--- config.mk ---
export PLATFORM = sky130hd
export DESIGN_NAME = spike_rate_decoder_flat
export DESIGN_NICKNAME = d
export VERILOG_FILES = /design/src/rtl/spike_dec_pkg.sv /design/src/rtl/spike_rate_decoder_if.sv /design/src/rtl/spike_chan_counter.sv /design/src/rtl/spike_rate_decoder.sv /design/src/flat_wrapper.sv
export SDC_FILE = /design/constraint.sdc
export NUM_CORES = 1
export LEC_CHECK = 0
export BUFFER_PORTS_ARGS = -buffer_cell sky130_fd_sc_hd__buf_4
export CAP_MARGIN = 20
export CORE_UTILIZATION = 50
export CTS_CLUSTER_SIZE = 12
export DETAILED_ROUTE_END_ITERATION = 8
export GPL_ROUTABILITY_DRIVEN = 0
export PLACE_DENSITY = 0.7
export SLEW_MARGIN = 15
export SYNTH_ARGS = -nofsm -noshare
export SYNTH_HDL_FRONTEND = slang
export SYNTH_SLANG_ARGS = --single-unit
--- constraint.sdc ---
create_clock -name clk -period 2.45 [get_ports clk]
set_clock_uncertainty 0.15 [all_clocks]
set_input_delay 0.245 -clock clk [delete_from_list [all_inputs] [get_ports clk]]
set_output_delay 0.245 -clock clk [all_outputs]
set_load 0.02 [all_outputs]
--- src/rtl/spike_dec_pkg.sv ---
// Shared types, defaults and the saturating adder for the spike rate decoder.
// Used by spike_rate_decoder and spike_chan_counter.
package spike_dec_pkg;

    localparam int DEF_WIN_LEN = 256;
    localparam int DEF_CNT_W   = 8;

    typedef enum logic [0:0] {
        IDLE  = 1'b0,
        COUNT = 1'b1
    } state_t;

    // Unsigned add that clamps at max_val instead of wrapping.
    function automatic logic [31:0] sat_add(input logic [31:0] a,
                                            input logic [31:0] b,
                                            input logic [31:0] max_val);
        logic [32:0] sum;
        sum = {1'b0, a} + {1'b0, b};
        return (sum > {1'b0, max_val}) ? max_val : sum[31:0];
    endfunction

endpackage

--- src/rtl/spike_rate_decoder_if.sv ---
// Valid/ready snapshot port of the spike rate decoder.
// The decoder drives it through the master modport; the consumer uses slave.
interface spike_rate_decoder_if #(
    parameter int NUM_CH = 3,
    parameter int CNT_W  = 8
);
    logic                    out_valid;
    logic                    out_ready;
    logic [NUM_CH*CNT_W-1:0] out_data;

    modport master (output out_valid, output out_data, input out_ready);
    modport slave  (input out_valid, input out_data, output out_ready);
endinterface

--- src/rtl/spike_chan_counter.sv ---
// One spike channel: saturating window counter with a combinational end-of-window value.
// With SPIKE_DEC_TRACE_EN defined it also carries a leaky 8-bit synaptic trace.
module spike_chan_counter
    import spike_dec_pkg::*;
#(
    parameter int CNT_W = DEF_CNT_W
`ifdef SPIKE_DEC_TRACE_EN
    ,
    parameter int LEAK_SHIFT = 3,
    parameter int WEIGHT     = 32
`endif
) (
    input  logic             clk,
    input  logic             rst,
    input  logic             spike,
    input  logic             clear,
    output logic [CNT_W-1:0] snap
`ifdef SPIKE_DEC_TRACE_EN
    ,
    output logic [7:0]       trace
`endif
);

    localparam logic [31:0] CNT_MAX = 32'((64'd1 << CNT_W) - 64'd1);

    logic [CNT_W-1:0] cnt;

    // snap is the count including this cycle's spike, so the last window cycle is not lost.
    assign snap = CNT_W'(sat_add(32'(cnt), {31'd0, spike}, CNT_MAX));

    always_ff @(posedge clk) begin
        if (rst || clear) begin
            cnt <= '0;
        end else begin
            cnt <= snap;
        end
    end

`ifdef SPIKE_DEC_TRACE_EN
    logic [7:0] trace_dec;

    assign trace_dec = trace - (trace >> LEAK_SHIFT);

    // The trace runs every cycle, independent of the counting window.
    always_ff @(posedge clk) begin
        if (rst) begin
            trace <= '0;
        end else begin
            trace <= 8'(sat_add(32'(trace_dec), spike ? 32'(WEIGHT) : 32'd0, 32'd255));
        end
    end
`endif

endmodule

--- src/rtl/spike_rate_decoder.sv ---
// Counts spikes per channel over WIN_LEN-cycle windows and offers each window's counts on a valid/ready port.
// Optional synaptic trace output isyn_out is built when SPIKE_DEC_TRACE_EN is defined.
module spike_rate_decoder
    import spike_dec_pkg::*;
#(
    parameter int NUM_CH     = 3,
    parameter int WIN_LEN    = DEF_WIN_LEN,
    parameter int CNT_W      = DEF_CNT_W,
    parameter int LEAK_SHIFT = 3,
    parameter int WEIGHT     = 32
) (
    input  logic                    clk,
    input  logic                    rst,
    input  logic                    en,
    input  logic [NUM_CH-1:0]       spike,
    spike_rate_decoder_if.master    out_port,
    output logic                    overrun,
    input  logic                    clr_overrun
`ifdef SPIKE_DEC_TRACE_EN
    ,
    output logic [NUM_CH*8-1:0]     isyn_out
`endif
);

    localparam int              WIN_W    = $clog2(WIN_LEN);
    localparam logic [WIN_W-1:0] WIN_LAST = WIN_W'(WIN_LEN - 1);

    if (WIN_LEN < 2 || CNT_W < 1 || CNT_W > 31 || LEAK_SHIFT < 0 || LEAK_SHIFT > 7
        || WEIGHT < 0 || WEIGHT > 255) begin : g_bad_param
        $error("spike_rate_decoder: parameter out of range");
    end

    state_t                  state;
    logic [WIN_W-1:0]        win_cnt;
    logic                    count_run;
    logic                    win_end;
    logic                    ctr_clear;
    logic                    load;
    logic                    drop;
    logic [NUM_CH*CNT_W-1:0] snapshot;

    assign count_run = (state == COUNT) && en;
    assign win_end   = count_run && (win_cnt == WIN_LAST);
    // Counters hold zero outside a running window and restart at each window end.
    assign ctr_clear = !count_run || win_end;
    assign load      = win_end && (!out_port.out_valid || out_port.out_ready);
    assign drop      = win_end && out_port.out_valid && !out_port.out_ready;

    // NOTE: sequential state uses non-blocking assignments so every flop samples pre-edge values.
    always_ff @(posedge clk) begin
        if (rst) begin
            state   <= IDLE;
            win_cnt <= '0;
        end else if (state == IDLE) begin
            win_cnt <= '0;
            if (en) begin
                state <= COUNT;
            end
        end else if (!en) begin
            state   <= IDLE;
            win_cnt <= '0;
        end else if (win_end) begin
            win_cnt <= '0;
        end else begin
            win_cnt <= win_cnt + WIN_W'(1);
        end
    end

    for (genvar i = 0; i < NUM_CH; i++) begin : g_ch
        spike_chan_counter #(
            .CNT_W      (CNT_W)
`ifdef SPIKE_DEC_TRACE_EN
            ,
            .LEAK_SHIFT (LEAK_SHIFT),
            .WEIGHT     (WEIGHT)
`endif
        ) u_ctr (
            .clk   (clk),
            .rst   (rst),
            .spike (spike[i]),
            .clear (ctr_clear),
            .snap  (snapshot[i*CNT_W +: CNT_W])
`ifdef SPIKE_DEC_TRACE_EN
            ,
            .trace (isyn_out[i*8 +: 8])
`endif
        );
    end

    // NOTE: out_data is reset along with the control flops so the port reads a defined 0 after reset.
    always_ff @(posedge clk) begin
        if (rst) begin
            out_port.out_valid <= 1'b0;
            out_port.out_data  <= '0;
            overrun            <= 1'b0;
        end else begin
            if (load) begin
                out_port.out_data  <= snapshot;
                out_port.out_valid <= 1'b1;
            end else if (out_port.out_valid && out_port.out_ready) begin
                out_port.out_valid <= 1'b0;
            end

            // A drop in the same cycle as a clear request leaves the flag set.
            if (drop) begin
                overrun <= 1'b1;
            end else if (clr_overrun) begin
                overrun <= 1'b0;
            end
        end
    end

endmodule
--- src/flat_wrapper.sv ---
// flat-port wrapper written by rule: the top's interface ports become plain ports
module spike_rate_decoder_flat import spike_dec_pkg::*;
#(
    parameter int NUM_CH     = 3,
    parameter int WIN_LEN    = DEF_WIN_LEN,
    parameter int CNT_W      = DEF_CNT_W,
    parameter int LEAK_SHIFT = 3,
    parameter int WEIGHT     = 32
)
  (clk, rst, en, spike, overrun, clr_overrun, out_port_out_valid, out_port_out_data, out_port_out_ready);
  spike_rate_decoder_if #(.NUM_CH(NUM_CH), .CNT_W(CNT_W)) out_port_i ();
  input  logic clk;
  input  logic rst;
  input  logic en;
  input  logic [NUM_CH-1:0] spike;
  output logic overrun;
  input  logic clr_overrun;
  output wire logic [$bits(out_port_i.out_valid)-1:0] out_port_out_valid;
  output wire logic [$bits(out_port_i.out_data)-1:0] out_port_out_data;
  input wire logic [$bits(out_port_i.out_ready)-1:0] out_port_out_ready;
  assign out_port_out_valid = out_port_i.out_valid;
  assign out_port_out_data = out_port_i.out_data;
  assign out_port_i.out_ready = out_port_out_ready;
  spike_rate_decoder #(.NUM_CH(NUM_CH), .WIN_LEN(WIN_LEN), .CNT_W(CNT_W), .LEAK_SHIFT(LEAK_SHIFT), .WEIGHT(WEIGHT)) u_core (.clk(clk), .rst(rst), .en(en), .spike(spike), .out_port(out_port_i), .overrun(overrun), .clr_overrun(clr_overrun));
endmodule
### After elaboration in Yosys (flattened, before gate mapping)

Cells that the tools add are included.

* input bits: 8
* bits in registers: 59
* ROM bits: 0
* logic and storage cells: 41
* latch bits: 0
* memories: 0
* bits in writable memories: 0

* multiplexer cells: 8
* shifts and indexed selects: 0
* reductions and logical operators: 15
* multiply operators: 0
* order comparisons: 3
* add/subtract/negate cells: 4
* bitwise operators: 2
* div/mod/pow operators: 0
* eq/ne operators: 1

Operator list (number)
* 8-bit by 1-bit adder with 9-bit output: 3
* 9-bit by 8-bit > comparator with 1-bit output, second input constant: 3
* 8-bit two-way mux: 3
* 8-bit by 1-bit adder with 8-bit output, second input constant: 1
* 8-bit equality test, second input constant: 1
* 1-bit logical AND: 6
* 1-bit two-way mux: 5
* 2-bit nonzero test: 2
* 4-bit OR reduction: 1
* 1-bit logical NOT: 3
* 1-bit logical OR: 3
* 1-bit NOT: 2

### Depth between registers and ports, before layout

Gate-level depths: netlist (run 1).

* depth in word-level cells: 5
* mapped depth: 6
* depth with buffers taken out: 4

### By module

From an unflattened synthesis (run 1), not the netlist that was laid out.

* cell total of the unflattened synthesis: 310
* area, all modules: 2840.2 µm²

Modules (own cells, without submodules)
* spike_rate_decoder: area an instance 1590.3 µm², cells each 157, instances 1
* spike_chan_counter: area an instance 416.6 µm², cells each 51, instances 3

### Worst setup path before layout (run 1)

Ideal clock, no wire load.

* path kind: reg2reg
* start point: reg u_core.win_cnt[0]
* end point: reg u_core.g_ch[1].u_ctr.cnt[7]
* setup time: 0.078 ns
* data required time: 2.222 ns
* stages on the path, launching flop included: 7
* setup slack: 0.705 ns
* data arrival time: 1.518 ns
* clock period less this slack: 1.745 ns
* path through: dfxtp_1 ha_1 and3_1 buf_2 a211o_1 buf_2 nor3_1

* word-level cells in the longest chain between the ends: 4

Ends and longest elaborated chain
* from (decl): line spike_rate_decoder.sv:34 `logic [WIN_W-1:0] win_cnt;`
* from (signal assigned): line spike_rate_decoder.sv:65 `win_cnt <= win_cnt + WIN_W'(1);`
* 8-bit equality test: line spike_rate_decoder.sv:43 `assign win_end = count_run && (win_cnt == WIN_LAST);`
* 1-bit logical AND: line spike_rate_decoder.sv:43
* 1-bit logical OR: line spike_rate_decoder.sv:45 `assign ctr_clear = !count_run || win_end;`
* 1-bit logical OR: line spike_chan_counter.sv:32 `if (rst || clear) begin`
* to (signal assigned): line spike_chan_counter.sv:35 `cnt <= snap;`
* to (decl): line spike_chan_counter.sv:26 `logic [CNT_W-1:0] cnt;`

No other way between the ends.
A chain may end at the register's enable or synchronous reset.

### Final worst setup path (run 1)

* start point: reg u_core.win_cnt[0]
* end point: reg u_core.out_port.out_data[21]

* word-level cells in the longest chain between the ends: 3

Ends and longest elaborated chain
* 8-bit equality test: line spike_rate_decoder.sv:43
* 1-bit logical AND: line spike_rate_decoder.sv:43
* 1-bit logical AND: line spike_rate_decoder.sv:46 `assign load = win_end && (!out_port.out_valid || out_port.out_ready);`
* to (signal assigned): line spike_rate_decoder.sv:98 `out_port.out_data <= snapshot;`
* to (decl): line spike_rate_decoder_if.sv:11 `modport master (output out_valid, output out_data, input out_ready);`

No other way between the ends.

==> results of run 1 <==
[registers in the layout, summed over array words and instances, names as in the netlist]
signal                     cells
u_core.state                   1
u_core.overrun                 1
u_core.g_ch.u_ctr.cnt         24
u_core.out_port.out_data      24
u_core.win_cnt                 8
u_core.out_port.out_valid      1
[path summary, 6_finish.rpt]
kind | end | slack, ns | depth (start not counted)
setup / recovery | u_core.out_port.out_data[21] | 0.32 | 5
setup reg to reg | u_core.out_port.out_data[21] | 0.32 | 5
hold reg to reg | u_core.win_cnt[0] | 0.33 | 1
hold / removal | u_core.state | 0.004 | 2
[routing by layer]
| metal | routed length [µm] | share of wire, % |
|---|---|---|
| met1 | 3020 | 49 |
| met2 | 2880 | 47 |
| met3 | 201 | 3.3 |
| met4 | 63 | 1.0 |
| met5 | 0 | 0 |
[cell families after synthesis]
group                    synth area share, %
buffers and inverters                   4.82
flip-flops                              43.7
XOR/XNOR                                2.27
adder cells (fa/ha/maj)                 3.24
AO/OA/AOI/OAI                           24.5
AND/OR/NAND/NOR                         21.4
[power breakdown]
part / switching [mW] / internal (mW) / leakage [nW]
clock network: 0.355 / 0.576 / 0.109
logic: 0.0287 / 0.0145 / 0.556
registers: 0.00158 / 0.962 / 0.475
[per-stage QoR]
stage,instance area (µm²),setup WS (ns),util [%],std cells,power [mW]
after global placement,3000,0.428,58.3,378,1.03
after global routing,3210,0.166,62.4,393,2.00
after CTS,3210,0.330,62.4,393,1.95
final,3210,0.319,62.4,393,1.94
after detailed placement,3000,0.341,58.3,378,1.03
after floorplan,2700,0.705,-,289,1.01
[synth_stat cells (2+ instances only)]
library cell	number	area, µm²
a211oi_1	10	75.1
a21o_1	3	22.5
a21oi_1	15	75.1
a22oi_1	3	22.5
a311oi_1	6	52.6
a31o_2	2	17.5
a31oi_1	4	25.0
a41oi_1	14	123
and3_1	5	31.3
and4_1	9	78.8
buf_2	8	40.0
clkbuf_1	13	48.8
dfxtp_1	59	1180
ha_1	7	87.6
inv_1	6	22.5
nand2_1	10	37.5
nand2b_1	3	18.8
nand3_1	14	70.1
nand4_1	4	25.0
nand4_2	2	25.0
nor2_1	16	60.1
nor2b_1	14	87.6
nor3_1	13	65.1
nor4b_1	4	35.0
o21ai_0	3	15.0
o41ai_1	24	210
or3_1	3	18.8
xnor2_1	2	17.5
xor2_1	5	43.8
[critical path, delay by kind of cell (launching register included)]
family	cells	cell delay [ns]
compound gates	1	0.45
fa+ha+maj	1	0.26
buf+inv	1	0.22
flops	1	0.39
simple gates	2	0.54
[cell type report]
type | instances | area [µm²]
Fill cell | 468 | 1930
Multi-Input combinational cell | 201 | 1390
Sequential cell | 59 | 1180
Timing Repair Buffer | 42 | 315
Clock buffer | 14 | 183
Tap cell | 70 | 87.6
Clock inverter | 1 | 30.0
Inverter | 6 | 22.5
==> metrics.md, run 1 <==
| Metric | Value |
|---|---|
| Status | `completed` |
| Met3 Use GR | `3.84%` |
| Main synth FF type | `dfxtp_1` |
| Cells along the critical path | `ha_1, and3_1, buf_4, nand4_2, o41ai_1` |
| Min-delay src | `en` |
| Syn avg cell area | `9.35 µm²` |
| Width of the chip | `75.5 µm` |
| Initial antenna violation count | `0` |
| Fin Setup TNS | `0 ns` |
| Post_cts resized | `0` |
| Cell Pwr Density | `604 nW/µm²` |
| Tot GR Track Use | `22.8%` |
| Layout area overhead | `18.8%` |
| Remaining DRCs | `0` |
| Final setup viols | `0` |
| Worst Hold Slack | `0.00409 ns` |
| Inserted Clock Buffers | `9` |
| Met2 GRT Util | `35.0%` |
| Drt first-iter violations | `127` |
| TritonCTS Sinks | `59` |
| Core area | `5140 µm²` |
| Maximum buffer depth of the clock tree | `2` |
| Initial core utilization | `52.6%` |
| RSZ-0062 raised after global routing | `no` |
| Chip Height | `75.5 µm` |
| Root Driver | `clkbuf_8` |
| Synthesized instance count | `289` |
| Largest net degree at the start of global routing | `43` |
| Commonest non-fill, non-tap cells in the layout | `dfxtp_1 (59), buf_4 (42), o41ai_1 (24)` |
| Critical path startpoint category | `flop` |
| Via count | `2377` |
| Busiest grt layer | `met2` |
| Slew Limit Fails | `0` |
| Critical path's slowest cell | `o41ai_1` |
| Setup Buffers After CTS | `0` |
| Post-DP HPWL | `4190 µm` |
| Die area | `5700 µm²` |
| Vias/cell | `6.05` |
| EDFF count, synth | `0` |
| Synth unique cells | `37` |
| Slowest Stage Delay on Critical Path | `0.45 ns` |
| Clk pin slew, worst setup/hold paths | `0.06 ns` |
| Crit path from | `u_core.win_cnt[0]` |
| Seq/Total Area, Yosys | `43.7%` |
| IO Pins | `34` |
| Least-Margin Pin Slew | `0.696 ns` |
| Final min period | `2.13 ns` |
| Row Count | `26` |
| GRT overflow | `0` |
| Leakage | `1.14 nW` |
| Min-delay worst type | `input port to flop` |
| Global Route met1 Usage | `32.5%` |
| Global-route wire length before repair | `9740 µm` |
| Max_cap viols | `0` |
| Critical Path RT | `2.51 ns` |
| Cts hold-fix bufs | `0` |
| Warnings from Yosys | `0` |
| Share of flip-flops with an asynchronous set or reset | `0%` |
| Arrival time at the worst endpoint | `2.19 ns` |
| Syn_nets | `304` |
| RR Startpoint | `u_core.win_cnt[0]` |
| Input/output buffers | `33` |
| CTS tree | `yes` |
| Critical Path End Type | `flop` |
| Routed Antenna Nets | `0` |
| Worst VDD drop | `0.000454 V` |
| Drt pass-1 iters | `4` |
| Final Cycle Share | `87.0%` |
| Max frequency | `469 MHz` |
| Max transition margin | `52.4%` |
| Vias in the first global route | `2079` |
| Total routed wirelength | `6160 µm` |
| Critical path class | `flop to flop` |
| Wirelength per Cell | `15.7 µm` |
| Final Hold Vio Count | `0` |
| Worst-Skew Late Latency | `0.32 ns` |
| Antenna Cells | `0` |
| H-tree depth | `3` |
| Crit Path Max Fanout | `15` |
| Most common cell after layout, fill and taps aside | `dfxtp_1` |
| Fin nets | `334` |
| Flops & latches, synth | `59` |
| Mapped Area | `2700 µm²` |
| Fraction of layout cells with a size suffix above 1 | `18.9%` |
No activity file was read; power rests on OpenSTA's default activity.
==> run 2, diff against run 1 <==
--- a/config.mk
+++ b/config.mk
@@ -7,6 +7,7 @@
 export LEC_CHECK = 0
 export BUFFER_PORTS_ARGS = -buffer_cell sky130_fd_sc_hd__buf_4
 export CAP_MARGIN = 20
+export CORE_ASPECT_RATIO = 0.5
 export CORE_UTILIZATION = 50
 export CTS_CLUSTER_SIZE = 12
 export DETAILED_ROUTE_END_ITERATION = 8
==> run 2 against run 1 <==
Effect of this change:
- flip-flop and latch count is the same
- sequential share of layout area grew 0.072 points
- utilization grew 0.77 points
- register-to-register slack lost 0.02 ns
- final cell count grew 0.51%
- design area shrank 0.20%
- hold slack gained 0.13 ns
- die area grew 0.32%
- fmax shrank 0.74%
- clock-buffer cell count shrank 3
- critical endpoint is now u_core.out_port.out_data[10]
- largest power group unchanged
==> metrics.md, run 2 (synthesis gave the netlist of run 1 again) <==
| Metric | Value |
|---|---|
| Via count | `2451` |
| R2R depth | `5` |
| RSZ-0062 raised after global routing | `no` |
| Largest registers | `u_core.g_ch.u_ctr.cnt x24, u_core.out_port.out_data x24, u_core.win_cnt x8` |
| TritonCTS Sinks | `59` |
| Worst VDD drop | `0.000309 V` |
| Critical Path End Type | `flop` |
| Initial core utilization | `53.3%` |
| Crit Path Max Fanout | `13` |
| Register area | `1180 µm²` |
| Clk pin slew, worst setup/hold paths | `0.06 ns` |
| Root Driver | `clkbuf_8` |
| Fraction of layout cells with a size suffix above 1 | `18.8%` |
| Final Cycle Share | `87.6%` |
| Commonest non-fill, non-tap cells in the layout | `dfxtp_1 (59), buf_4 (41), o41ai_1 (24)` |
| Max transition margin | `59.2%` |
| Antenna Cells | `0` |
| Drt pass-1 iters | `4` |
| Critical path's slowest cell | `nand3_1` |
| Slowest Stage Delay on Critical Path | `0.46 ns` |
| Routed Antenna Nets | `0` |
| Drt first-iter violations | `110` |
| Most common cell after layout, fill and taps aside | `dfxtp_1` |
| Inserted Clock Buffers | `9` |
| Multi-input logic area | `1390 µm²` |
| Global-route wire length before repair | `9980 µm` |
| Total routed wirelength | `6290 µm` |
| WHS Path Cells | `4` |
| Cell Pwr Density | `591 nW/µm²` |
| Leakage | `1.14 nW` |
| Post-DP HPWL | `4270 µm` |
| Initial antenna violation count | `0` |
| Fin Setup TNS | `0 ns` |
| Status | `completed` |
| Critical Path RT | `2.50 ns` |
| Setup Buffers After CTS | `0` |
| CTS tree | `yes` |
| Largest net degree at the start of global routing | `43` |
| GRT overflow | `0` |
| Max_cap viols | `0` |
| Die area | `5720 µm²` |
| Worst setup margin | `0.303 ns` |
| H-tree depth | `3` |
| Instance count on the critical path | `5` |
| Cells along the critical path | `ha_1, nand3_1, nor4_2, buf_4, a211oi_1` |
| Fin nets | `335` |
| Input/output buffers | `33` |
| Row Count | `18` |
| Chip Height | `54.0 µm` |
| Worst Hold Slack | `0.138 ns` |
| Post_cts resized | `0` |
| Critical path class | `flop to flop` |
| Wirelength per Cell | `15.9 µm` |
| Critical path startpoint category | `flop` |
| Worst-Skew Late Latency | `0.34 ns` |
| Width of the chip | `106 µm` |
| Core area | `5070 µm²` |
| Crit path buffers/inverters | `1` |
| Maximum buffer depth of the clock tree | `2` |
| Vias in the first global route | `2120` |
| Tot GR Track Use | `23.2%` |
| Slew Limit Fails | `0` |
| Cts hold-fix bufs | `2` |
| Crit path max-delay family | `simple AND/OR/NAND/NOR gates` |
| Remaining DRCs | `0` |
| Vias/cell | `6.21` |
| Max frequency | `466 MHz` |
| IO Pins | `34` |
| Least-Margin Pin Slew | `0.604 ns` |
| Final Hold Vio Count | `0` |
| Cell area after layout | `3200 µm²` |
| Final min period | `2.15 ns` |
| Layout area overhead | `18.6%` |
| Area post-placement | `2990 µm²` |
| Filler Cells Inserted | `428` |
| Final setup viols | `0` |
| Pre-CTS setup slack | `0.341 ns` |
| Min-delay worst type | `input port to flop` |
| Arrival time at the worst endpoint | `2.20 ns` |
[run 2: through the flow]
| stage | utilization [%] | cells | power, mW |
|---|---|---|---|
| 2_1_floorplan | - | 289 | 1.01 |
| 3_3_place_gp | 59.0 | 377 | 1.03 |
| 3_5_place_dp | 59.0 | 377 | 1.03 |
| 4_1_cts | 63.2 | 395 | 1.91 |
| 5_1_grt | 63.2 | 395 | 1.96 |
| 6_report | 63.2 | 395 | 1.89 |
[run 2: area by class of cell]
type / instances / share of cell area (%)
clock buffer: 11 / 4.41
timing repair buffer: 43 / 10.2
multi-input combinational: 201 / 43.4
tap: 70 / 2.73
clock inverter: 5 / 1.64
inverter: 6 / 0.703
sequential: 59 / 36.9
[run 2: worst paths after layout]
path / to / from / slack, ns
min reg2reg: u_core.overrun / u_core.overrun / 0.32
max: u_core.out_port.out_data[10] / u_core.win_cnt[0] / 0.30
min: u_core.g_ch[2].u_ctr.cnt[0] / spike[2] / 0.14
max reg2reg: u_core.out_port.out_data[10] / u_core.win_cnt[0] / 0.30
[run 2: layer usage]
| layer | vias to the layer above | global-route usage, % | part of all wire [%] |
|---|---|---|---|
| li1 | 1195 | - | - |
| met1 | 1182 | 29.8 | 49 |
| met2 | 69 | 37.8 | 45 |
| met3 | 5 | 8.11 | 5.3 |
| met4 | 0 | 6.25 | 0.60 |
| met5 | - | 0 | 0 |
[run 2: worst reg2reg max path, delay by kind of cell, from the launching register on]
family	cells	cell delay, ns
buf+inv	1	0.23
compound gates	1	0.11
fa+ha+maj	1	0.28
simple gates	2	0.84
flops	1	0.40
[run 2: where the power goes]
group / leakage (nW) / total, mW / switching, mW / internal (mW)
Sequential: 0.475 / 0.963 / 0.00160 / 0.961
Clock: 0.0991 / 0.885 / 0.393 / 0.492
Combinational: 0.561 / 0.0472 / 0.0305 / 0.0167
Total: 1.14 / 1.89 / 0.425 / 1.47
==> run 3, diff against run 2 <==
--- a/config.mk
+++ b/config.mk
@@ -5,6 +5,7 @@
 export SDC_FILE = /design/constraint.sdc
 export NUM_CORES = 1
 export LEC_CHECK = 0
+export ABC_AREA = 1
 export BUFFER_PORTS_ARGS = -buffer_cell sky130_fd_sc_hd__buf_4
 export CAP_MARGIN = 20
 export CORE_ASPECT_RATIO = 0.5
@@ -12,6 +13,7 @@
 export CTS_CLUSTER_SIZE = 12
 export DETAILED_ROUTE_END_ITERATION = 8
 export GPL_ROUTABILITY_DRIVEN = 0
+export MAX_ROUTING_LAYER = met4
 export PLACE_DENSITY = 0.7
 export SLEW_MARGIN = 15
 export SYNTH_ARGS = -nofsm -noshare
==> run 3 against run 2 <==
Effect of this change:
- global-route usage shrank 2.2 points
- non-clock buffer count decreased by 4
- power down 5.8%
- fmax is 22% higher
- die area grew 2.9%
- first-iteration DRC count shrank 34%
- sequential share of layout area fell by 0.51 points
- final cell count rose by 28%
- via count decreased by 3.3%
- design area increased by 1.4%
- sequential power is essentially flat
- clock power fell by 12%
- critical path type is now input port to flop
- critical endpoint is now u_core.out_port.out_data[1]
==> metrics.md, run 3 <==
| Metric | Value |
|---|---|
| Final Cycle Share | `71.6%` |
| Critical path class | `input port to flop` |
| EDFF count, synth | `0` |
| Filler Cells Inserted | `485` |
| TritonCTS Sinks | `59` |
| Yosys top cell by area | `dfxtp_1` |
| Switching share of power | `21.6%` |
| Min-delay worst type | `input port to flop` |
| Root Driver | `clkbuf_8` |
| Seq/Total Area, Yosys | `42.5%` |
| Max_cap viols | `0` |
| Fin nets | `444` |
| Global-route wire length before repair | `9090 µm` |
| Worst VDD drop | `0.000378 V` |
| CTS tree | `yes` |
| Tot GR Track Use | `21.0%` |
| Maximum buffer depth of the clock tree | `2` |
| Largest net degree at the start of global routing | `47` |
| Core area | `5130 µm²` |
| Drt pass-1 iters | `4` |
| GRT overflow | `0` |
| Syn avg cell area | `7.11 µm²` |
| Initial antenna violation count | `0` |
| Final min period | `1.75 ns` |
| Flops & latches, synth | `59` |
| Cell Pwr Density | `549 nW/µm²` |
| Largest registers | `u_core.g_ch.u_ctr.cnt x24, u_core.out_port.out_data x24, u_core.win_cnt x8` |
| Warnings from Yosys | `0` |
| Synth unique cells | `26` |
| Layout area overhead | `16.8%` |
| Worst-Skew Late Latency | `0.34 ns` |
| Worst setup margin | `0.696 ns` |
| Global Route met1 Usage | `23.5%` |
| Input/output buffers | `33` |
| Sw power | `0.386 mW` |
| Clk network pwr share | `43.9%` |
| Arrival time at the worst endpoint | `1.84 ns` |
| Max frequency | `570 MHz` |
| Initial core utilization | `54.2%` |
| Reg power frac | `54.0%` |
| Post-synth top cells | `nand2_1 (118), nor2_1 (68), dfxtp_1 (59), inv_1 (47), a21oi_1 (28)` |
| Mapped Area | `2780 µm²` |
| Synthesized instance count | `391` |
| RSZ-0062 raised after global routing | `no` |
| Leakage | `1.61 nW` |
| Busiest grt layer | `met2` |
| Post_cts resized | `0` |
| Met2 GRT Util | `35.9%` |
| Pre-CTS setup slack | `0.782 ns` |
| Syn_nets | `406` |
| Total routed wirelength | `5460 µm` |
| Remaining DRCs | `0` |
| Met3 Use GR | `7.98%` |
| Internal power | `1.40 mW` |
| Clk pin slew, worst setup/hold paths | `0.06 ns` |
| Inserted Clock Buffers | `9` |
| Synth area leaders | `dfxtp_1 (42%), nand2_1 (16%), nor2_1 (9.2%), inv_1 (6.3%), a21oi_1 (5.0%)` |
| Antenna Cells | `0` |
| Final Hold Vio Count | `0` |
| Drt first-iter violations | `73` |
| Post-synth top area share | `42.5%` |
| Routed Antenna Nets | `0` |
| Status | `completed` |
| Via count | `2371` |
| Width of the chip | `107 µm` |
| Most common cell after layout, fill and taps aside | `nand2_1` |
| Vias/cell | `4.70` |
| Chip Height | `54.7 µm` |
| Vias in the first global route | `2138` |
| Commonest non-fill, non-tap cells in the layout | `nand2_1 (118), nor2_1 (68), dfxtp_1 (59)` |
| Die area | `5880 µm²` |
| Most numerous cell in the Yosys netlist | `nand2_1` |
| Least-Margin Pin Slew | `0.429 ns` |
| Gate power share | `2.2%` |
| Critical Path RT | `2.53 ns` |
| Slew Limit Fails | `0` |
| Main synth FF type | `dfxtp_1` |
| IO Pins | `34` |
| Max transition margin | `71.4%` |
| Critical Path End Type | `flop` |
| Post-DP HPWL | `3850 µm` |
| Fraction of layout cells with a size suffix above 1 | `14.5%` |
| Crit Path Max Fanout | `46` |
| Critical path startpoint category | `input port` |
| Wirelength per Cell | `10.8 µm` |
| Row Count | `18` |
| Share of flip-flops with an asynchronous set or reset | `0%` |
| H-tree depth | `3` |
| Fin Setup TNS | `0 ns` |
| Final setup viols | `0` |
## run 3: cell families (layout without fill, tap and decap cells)
family	count (synthesis)	in the layout	synth area share, %
compound gates	40	40	7.69
xor+xnor	11	11	3.46
fa+ha+maj	7	7	3.15
buf+inv	60	103	9.76
flops	59	59	42.5
simple gates	214	214	33.5
## run 3: worst paths after layout
kind | start | end | slack, ns | cells past startpoint
hold reg to reg | u_core.win_cnt[0] | u_core.win_cnt[0] | 0.30 | 1
hold / removal | clr_overrun | u_core.overrun | 0.05 | 4
setup / recovery | en | u_core.out_port.out_data[1] | 0.70 | 9
setup reg to reg | u_core.win_cnt[0] | u_core.out_port.out_data[1] | 0.76 | 8
## run 3: cell type report
type / instances / area [µm²] / area share [%]
inverters: 48 / 180 / 5.55
multi-input cells: 272 / 1330 / 40.9
well taps: 70 / 87.6 / 2.70
repair buffers: 39 / 298 / 9.17
clock inverters: 2 / 10.0 / 0.308
flip-flops and latches: 59 / 1180 / 36.4
clock buffers: 14 / 163 / 5.01
## run 3: power groups by stage
stage	Combinational [mW]	Sequential [mW]	Clock (mW)
after floorplan	0.0200	0.984	0
after CTS	0.0394	0.963	0.793
final	0.0392	0.963	0.782
after detailed placement	0.0366	0.984	0
after global routing	0.0444	0.962	0.848
after global placement	0.0357	0.984	0
## run 3: layer usage
| metal | vias to the layer above | share of wire (%) |
|---|---|---|
| met2 | 36 | 48 |
| met1 | 1061 | 48 |
| li1 | 1272 | - |
| met4 | 0 | 0.38 |
| met3 | 2 | 3.4 |
| met5 | - | 0 |
## run 3: worst max-delay path: stages
cell and delay (ns):
dlygate4sd3_1 0.54, buf_4 0.14, nand2_1 0.09, inv_1 0.09, nand4_4 0.09, buf_4 0.39
nand2_1 0.10, nand2_1 0.09, nor2_1 0.05
## run 3: repair_timing
action                                 CTS  global route
endpoints found under the hold margin    3             0
hold buffers                             2             0
setup buffers                            0             0
## run 3: stage by stage
step / power, mW / instances / cell area (µm²) / util (%) / hold slack (ns)
after global routing: 1.85 / 504 / 3250 / 63.3 / 0.0395
after CTS: 1.80 / 504 / 3250 / 63.3 / 0.0478
after global placement: 1.02 / 486 / 3060 / 59.5 / 0.278
final: 1.78 / 504 / 3250 / 63.3 / 0.0512
after floorplan: 1.00 / 391 / 2780 / - / 0.164
after detailed placement: 1.02 / 486 / 3060 / 59.5 / 0.279
